**config.mk**
```make
export PLATFORM = sky130hd
export DESIGN_NAME = arc4_sched
export DESIGN_NICKNAME = d
export VERILOG_FILES = /design/src/rtl/arc4_pkg.sv /design/src/rtl/phase_wdog.sv /design/src/rtl/arc4_sched.sv
export SDC_FILE = /design/constraint.sdc
export NUM_CORES = 1
export LEC_CHECK = 0
export ABC_AREA = 1
export BUFFER_PORTS_ARGS = -buffer_cell sky130_fd_sc_hd__buf_2
export CAP_MARGIN = 10
export CELL_PAD_IN_SITES_DETAIL_PLACEMENT = 1
export CELL_PAD_IN_SITES_GLOBAL_PLACEMENT = 1
export CORE_MARGIN = 2
export CORE_UTILIZATION = 30
export CTS_CLUSTER_DIAMETER = 80
export CTS_CLUSTER_SIZE = 28
export DETAILED_ROUTE_END_ITERATION = 6
export MAX_ROUTING_LAYER = met4
export PLACE_DENSITY = 0.85
export SLEW_MARGIN = 30
export SYNTH_ARGS = -nofsm -noshare
export SYNTH_HDL_FRONTEND = slang
export SYNTH_SLANG_ARGS = --single-unit
export TNS_END_PERCENT = 5
```
**constraint.sdc**
```tcl
create_clock -name clk -period 2.8 [get_ports clk]
set_clock_uncertainty 0.1 [all_clocks]
set_input_delay 0.28 -clock clk [delete_from_list [all_inputs] [get_ports clk]]
set_output_delay 0.28 -clock clk [all_outputs]
set_load 0.05 [all_outputs]
```
**src/rtl/arc4_pkg.sv**
```systemverilog
// Shared types for the ARC4 sequencer: scheduler states, memory owner codes
// and default datapath widths.
package arc4_pkg;

    localparam int ADDR_W_DEF = 8;
    localparam int DATA_W_DEF = 8;
    localparam int KEY_W_DEF  = 24;

    typedef enum logic [2:0] {
        ST_IDLE,
        ST_INIT,
        ST_SHUF,
        ST_PRGA,
        ST_HANDOFF,
        ST_DONE,
        ST_ERR
    } sched_state_t;

    typedef enum logic [1:0] {
        OWN_NONE = 2'd0,
        OWN_INIT = 2'd1,
        OWN_SHUF = 2'd2,
        OWN_PRGA = 2'd3
    } owner_t;

    // Memory owner implied by a phase state; non-phase states own nothing.
    function automatic owner_t owner_of(input sched_state_t s);
        case (s)
            ST_INIT: return OWN_INIT;
            ST_SHUF: return OWN_SHUF;
            ST_PRGA: return OWN_PRGA;
            default: return OWN_NONE;
        endcase
    endfunction

endpackage

```
**src/rtl/phase_wdog.sv**
```systemverilog
// Per-phase watchdog: loadable up-counter that flags expiry on its last count.
module phase_wdog #(
    parameter int  TIMEOUT = 4096,
    localparam int CNT_W   = $clog2(TIMEOUT)
) (
    input  logic             clk,
    input  logic             rst_n,
    input  logic             clr,
    input  logic             en,
    input  logic             load,
    input  logic [CNT_W-1:0] load_val,
    output logic             expired
);

    logic [CNT_W-1:0] count;

    always_ff @(posedge clk or negedge rst_n) begin
        if (!rst_n) begin
            count <= '0;
        end else if (clr) begin
            count <= '0;
        end else if (load) begin
            count <= load_val;
        end else if (en) begin
            count <= count + 1'b1;
        end
    end

    assign expired = (count == CNT_W'(TIMEOUT - 1));

endmodule

```
**src/rtl/arc4_sched.sv**
```systemverilog
// ARC4 top-level sequencer: runs init, key shuffle and PRGA in order on one
// shared S memory, owns the memory port and guards each phase with a watchdog.
module arc4_sched
    import arc4_pkg::*;
#(
    parameter int ADDR_W  = ADDR_W_DEF,
    parameter int DATA_W  = DATA_W_DEF,
    parameter int KEY_W   = KEY_W_DEF,
    parameter int TIMEOUT = 4096
) (
    input  logic              clk,
    input  logic              rst_n,
    input  logic              en,
    input  logic [KEY_W-1:0]  key,
    output logic              rdy,
    output logic              done,
    output logic              err,
    output logic [1:0]        owner,
    output logic [KEY_W-1:0]  key_q,
    output logic              init_start,
    output logic              shuf_start,
    output logic              prga_start,
    input  logic              init_finish,
    input  logic              shuf_finish,
    input  logic              prga_finish,
    input  logic [ADDR_W-1:0] init_addr,
    input  logic [ADDR_W-1:0] shuf_addr,
    input  logic [ADDR_W-1:0] prga_addr,
    input  logic [DATA_W-1:0] init_data,
    input  logic [DATA_W-1:0] shuf_data,
    input  logic [DATA_W-1:0] prga_data,
    input  logic              init_wren,
    input  logic              shuf_wren,
    input  logic              prga_wren,
    output logic [ADDR_W-1:0] s_addr,
    output logic [DATA_W-1:0] s_data,
    output logic              s_wren
);

    localparam int CNT_W = $clog2(TIMEOUT);

    sched_state_t state;
    sched_state_t nxt_q;
    owner_t       own_q;
    logic         in_phase;
    logic         expired;

    assign in_phase = (state == ST_INIT) || (state == ST_SHUF) || (state == ST_PRGA);

    // Counter is held at zero outside phase states, so every phase entry starts fresh.
    phase_wdog #(.TIMEOUT(TIMEOUT)) u_wdog (
        .clk      (clk),
        .rst_n    (rst_n),
        .clr      (!in_phase),
        .en       (in_phase),
        .load     (1'b0),
        .load_val ({CNT_W{1'b0}}),
        .expired  (expired)
    );

    always_ff @(posedge clk or negedge rst_n) begin
        if (!rst_n) begin
            state      <= ST_IDLE;
            nxt_q      <= ST_SHUF;
            own_q      <= OWN_NONE;
            rdy        <= 1'b1;
            done       <= 1'b0;
            err        <= 1'b0;
            key_q      <= '0;
            init_start <= 1'b0;
            shuf_start <= 1'b0;
            prga_start <= 1'b0;
        end else begin
            done <= 1'b0;
            case (state)
                ST_IDLE, ST_ERR: begin
                    if (en) begin
                        key_q      <= key;
                        err        <= 1'b0;
                        rdy        <= 1'b0;
                        own_q      <= OWN_INIT;
                        init_start <= 1'b1;
                        state      <= ST_INIT;
                    end
                end
                ST_INIT, ST_SHUF, ST_PRGA: begin
                    // A finish on the expiry edge still counts as a clean finish.
                    if ((state == ST_INIT && init_finish) ||
                        (state == ST_SHUF && shuf_finish) ||
                        (state == ST_PRGA && prga_finish)) begin
                        init_start <= 1'b0;
                        shuf_start <= 1'b0;
                        prga_start <= 1'b0;
                        own_q      <= OWN_NONE;
                        if (state == ST_PRGA) begin
                            done  <= 1'b1;
                            state <= ST_DONE;
                        end else begin
                            nxt_q <= (state == ST_INIT) ? ST_SHUF : ST_PRGA;
                            state <= ST_HANDOFF;
                        end
                    end else if (expired) begin
                        init_start <= 1'b0;
                        shuf_start <= 1'b0;
                        prga_start <= 1'b0;
                        own_q      <= OWN_NONE;
                        err        <= 1'b1;
                        state      <= ST_ERR;
                    end
                end
                ST_HANDOFF: begin
                    state      <= nxt_q;
                    own_q      <= owner_of(nxt_q);
                    shuf_start <= (nxt_q == ST_SHUF);
                    prga_start <= (nxt_q == ST_PRGA);
                end
                ST_DONE: begin
                    rdy   <= 1'b1;
                    state <= ST_IDLE;
                end
                default: begin
                    state <= ST_IDLE;
                    rdy   <= 1'b1;
                end
            endcase
        end
    end

    assign owner = own_q;

    // Port mux follows the registered owner only, so a stray wren cannot leak through.
    always_comb begin
        s_addr = '0;
        s_data = '0;
        s_wren = 1'b0;
        case (own_q)
            OWN_INIT: begin
                s_addr = init_addr;
                s_data = init_data;
                s_wren = init_wren;
            end
            OWN_SHUF: begin
                s_addr = shuf_addr;
                s_data = shuf_data;
                s_wren = shuf_wren;
            end
            OWN_PRGA: begin
                s_addr = prga_addr;
                s_data = prga_data;
                s_wren = prga_wren;
            end
            default: ;
        endcase
    end

endmodule

```
======== Word level (Yosys, flattened, before mapping) ========
Index checks and enable logic that the tools add are counted.
storage, ports and cells
  bits of input ports ..................... 81
  bits in registers ....................... 50
  logic and storage cells ................. 81
  output and inout port bits .............. 49
operators by class
  muxes and demuxes ....................... 29
  bitwise operators ....................... 2
  reductions and logical operators ........ 22
  equality and inequality tests ........... 16
  add/subtract/negate cells ............... 1
operators by type and width
  kind                                            count
  case mux 8 bit (3 select lines)                 2
  adder 12 x 1 -> 12 bit (second input constant)  1
  == test 12 bit (second input constant)          1
  == test 3 x 2 -> 1 bit (second input constant)  4
  2-to-1 mux 12 bit                               1
  case mux 2 bit (3 select lines)                 2
  2-to-1 mux 1 bit                                11
  case mux 1 bit (2 select lines)                 5
  2-to-1 mux 3 bit                                3
  case mux 3 bit (3 select lines)                 1
  AND reduction 3 bit                             3
  AND reduction 2 bit                             4
  == test 3 x 1 -> 1 bit (second input constant)  2
  == test 3 bit (second input constant)           2
  2-to-1 mux 2 bit                                3
  inequality test 2 bit (second input constant)   3
  == test 2 bit (second input constant)           2
  logical OR 1 bit                                4
  AND reduction 4 bit                             1
  nonzero test 2 bit                              2
  OR reduction 4 bit                              1
  logical AND 1 bit                               3
  logical NOT 3 bit                               1
  inequality test 3 bit (second input constant)   1
  6 further kinds                                 7

======== Longest topological paths before layout ========
  word-level depth ........................ 6
  gate-level depth with buffers ........... 9
  gate-level depth less buffers ........... 9

======== Cells and area by module ========
A second synthesis with hierarchy kept.
unflattened totals
  cells, all modules ...................... 386
  area, all modules ....................... 2761.4 sq um
by module, submodules not included
  module      sequential area each (sq um)  instances  area each (sq um)  cells an instance
  arc4_sched  902.1                         1          1894.3             256
  phase_wdog  300.3                         1          867.1              130

======== Worst setup path after synthesis ========
No wires, ideal clock.
  kind .................................... register to output
  from .................................... reg own_q[0] (netlist: owner[0])
  to ...................................... out s_addr[1]
  buffers on the path ..................... 1
  arrival time ............................ 1.736 ns
  stages on the path, launching flop included .. 6
  slack ................................... 0.684 ns
  path through ............................ dfrtp_1 > inv_1 > nor2_1 > buf_2 > nand2_1 > nand3_1
on the way
  word-level cells in the longest chain between the ends .. 2
  elaborated cells on any way between the ends .. 4
ends and longest elaborated chain
  element                                                  line               RTL
  start: declaration                                       arc4_sched.sv:44   owner_t own_q;
  start signal: assignment                                 arc4_sched.sv:113  own_q <= owner_of(nxt_q);
  == test 2 bit or == test 2 x 1 -> 1 bit (tied branches)  arc4_sched.sv:136  case (own_q)
  case mux 8 bit (3 select lines) *                        arc4_sched.sv:136
  end: declaration                                         arc4_sched.sv:35   output logic [ADDR_W-1:0] s_addr,
Mark *: on every way between the ends. The rest lies on a longest branch, timed or not.

======== Worst setup path in the final report ========
  from .................................... reg own_q[0] (netlist: owner[0])
  to ...................................... out s_addr[7]
The elaborated chain is that of the path after synthesis.

==> results.json <==
{
  "placementRows": 32,
  "cts_tree": "yes",
  "fin_tns_setup_ns": 0,
  "netlist_area_um2": 2370,
  "port_buffers": 129,
  "crit_top_cell": "nand2_1",
  "dieArea_um2": 8630,
  "setup_viol": 0,
  "ctsLongestPathBuffers": 2,
  "grt_pass1_wl_um": 12400,
  "reg2reg_from": "state[1]",
  "numCtsBuffers": 5,
  "cp_slowest_cell": "dfrtp_1",
  "yosys_most_used_dff": "dfrtp_1",
  "synth_cells": 323,
  "p_per_area_nw_per_um2": 1260,
  "drt_iter0_drc": 85,
  "seq_area_frac_synth_pct": 50.7,
  "critical_path_cell_count": 6,
  "crit_start": "owner[0]",
  "cp-end-kind": "primary output",
  "io_pins": 130,
  "worstPathArrival_ns": 1.74,
  "worstSetupStartpointType": "register",
  "post-route-period-util_pct": 75.8,
  "drt-vias-per-instance": 4.56,
  "synthToLayoutAreaGrowth_pct": 37.5,
  "path_cells": "inv_1, nand2_1, clkinv_1, nand2_1, nand3_1, buf_2",
  "post_cts_buffers": 0,
  "drc": 0,
  "synth_edf_count": 0,
  "worstMarginPinSlew_ns": 0.600,
  "clock-sinks": 48,
  "rsz0062_at_grt": "false",
  "synthArstFlopShare_pct": 100,
  "grt.total_usage_pct": 17.9,
  "fillers": 1037,
  "ant_nets": 0,
  "multi_input_area_um2": 1040,
  "fin_crit_ns": 2.12,
  "gp_congestion": 0.806,
  "ys_ff_latch": 48,
  "clk_latency_ns": 0.31,
  "dpl_cell_area_um2": 3110,
  "path_clk_slew_ns": 0.10,
  "die_h_um": 92.9,
  "nets": 536,
  "cp_top_family": "buffers and inverters",
  "seqCellArea_um2": 1200,
  "avgSynthCellArea_um2": 7.34,
  "hold_viol": 0,
  "wl_um": 7230,
  "synth.distinct_cells": 22,
  "synth_fp_nets": 405,
  "r2r_slack_ns": 0.91,
  "initial_core_util_pct": 30.8,
  "drive_gt1_share_pct": 31.6,
  "core_area_um2": 7690,
  "vias": 2540,
  "wire_per_inst_um": 13.0,
  "crit_buf_inv": 3,
  "clock.fmax_ghz": 0.471,
  "maxCapViolations": 0,
  "h-tree-depth": 2,
  "slowest_delay_ns": 0.39,
  "grt_start_max_net_pins": 49,
  "drv_slew": 0,
  "status": "completed",
  "critical_path.endpoint": "s_addr[7]",
  "num_antenna_cells": 0,
  "antenna_found_initial": 0,
  "first_pass_iters": 4,
  "reg2reg_depth": 9,
  "path_class": "register to primary output",
  "slew_headroom_pct": 60.0,
  "final_cell_area_um2": 3260,
  "rr_endpoint": "err",
  "cp_data_required_time_ns": 2.42,
  "dieWidth_um": 92.9,
  "dp_hpwl_um": 5660,
  "leakagePower_nw": 1.88,
  "grt_overflow": 0,
  "ys_warn_count": 0,
  "clockRootBuffer": "clkbuf_8",
  "min_path_type": "input port to register",
  "grt_pass1_vias": 2634,
  "ir_drop_mv": 0.614,
  "critical_path.max_fanout": 17
}
==> per-layer routing <==
layer | track usage (%) | wire length (µm) | up-vias
li1 | - | - | 1268
met1 | 22.7 | 3210 | 1186
met2 | 30.0 | 3500 | 81
met3 | 3.66 | 458 | 5
met4 | 3.55 | 58 | 0
met5 | - | 0 | -
==> Yosys cell counts, types with 2 or more instances <==
cell type	number	area, µm²
nand2_1	158	593
dfrtp_1	47	1180
nand3_1	30	150
nor2_1	27	101
inv_1	18	67.6
a21oi_1	8	40.0
o21ai_0	8	40.0
buf_2	4	20.0
nand4_1	4	25.0
buf_6	2	22.5
clkbuf_1	2	7.51
clkinv_1	2	7.51
inv_2	2	7.51
nor3_1	2	10.0
xor2_1	2	17.5
==> worst register-to-register path, stage by stage, from the launching register on <==
cell     delay, ns
dfrtp_1       0.42
inv_2         0.12
nor2_1        0.05
nor2_1        0.11
nand2_2       0.12
nor2_8        0.31
inv_2         0.30
nand2_1       0.12
nand2_1       0.06
a21oi_1       0.11
==> area by class of cell <==
class,count,share of cell area [%]
sequential,48,36.9
multi-input combinational,245,31.8
timing repair buffer,132,20.7
tap,102,3.92
inverter,22,2.53
clock buffer,5,2.11
clock inverter,3,2.11
==> registers in the layout, summed over array words and instances (netlist names) <==
name	flops
u_wdog.count	12
shuf_start	1
prga_start	1
key_q	24
done	1
nxt_q	1
rdy	1
init_start	1
err	1
state	3
owner	2
==> kinds of logic (layout without fill, tap and decap cells) <==
group                      after synthesis  in the layout  share of synthesized area [%]
and+or+nand+nor                        223            223                           38.2
AOI/OAI and AO/OA                       19             19                           4.22
xor gates and xnor gates                 2              2                          0.739
buffers and inverters                   30            162                           5.59
DFF                                     48             48                           50.7
adders and majority gates                1              1                          0.528
==> layout by cell type, fill, tap and decap left out <==
| cell type | n |
|---|---|
| ha_1 | 1 |
| clkinv_1 | 2 |
| xor2_1 | 2 |
| bufinv_16 | 2 |
| buf_4 | 3 |
| dfrtp_1 | 47 |
| inv_1 | 18 |
| o31ai_1 | 1 |
| nand2_1 | 158 |
| a21boi_1 | 1 |
| nand4_1 | 4 |
| nand2_2 | 1 |
| nand3_1 | 30 |
| inv_6 | 1 |
| inv_2 | 2 |
| nor2_1 | 27 |
| buf_2 | 128 |
| dfstp_2 | 1 |
| clkbuf_8 | 5 |
| dlygate4sd3_1 | 1 |
| a21oi_1 | 8 |
| o21ai_1 | 1 |
| nor2_8 | 1 |
| nor3_1 | 2 |
| o21ai_0 | 8 |
==> power breakdown <==
group          internal (mW)  switching, mW  total (mW)
logic                  0.544           1.86        2.40
registers              0.949          0.160        1.11
clock network          0.359          0.247       0.607
total                   1.85           2.26        4.12
==> timing repair <==
item | 4_1_cts | 5_1_grt
hold endpoints to repair | 47 | 0
resized for setup | 0 | 0
hold buffers | 1 | 0
==> how the worst min path moves through the flow <==
stage               from        end  slack, ns  depth (start not counted)
2_1_floorplan      rst_n       done      -0.12                          0
6_report         key[15]  key_q[15]       0.06                          3
4_1_cts          key[11]  key_q[11]       0.04                          3
3_5_place_dp       rst_n  key_q[18]       0.24                          1
5_1_grt          key[15]  key_q[15]       0.06                          3
3_3_place_gp   key_q[13]  key_q[13]       0.36                          2
==> metrics by stage <==
step | total power, mW | instances | utilization (%) | hold slack, ns | worst slack, ns
after detailed placement | 3.54 | 548 | 40.5 | 0.241 | 0.899
after floorplan | 2.94 | 323 | - | -0.116 | 0.684
final | 4.12 | 557 | 42.4 | 0.0610 | 0.678
after CTS | 4.17 | 557 | 42.4 | 0.0447 | 0.629
after global routing | 4.41 | 557 | 42.4 | 0.0629 | 0.502
after global placement | 3.47 | 548 | 40.4 | 0.357 | 0.969
No activity file was read; power rests on OpenSTA's default activity.
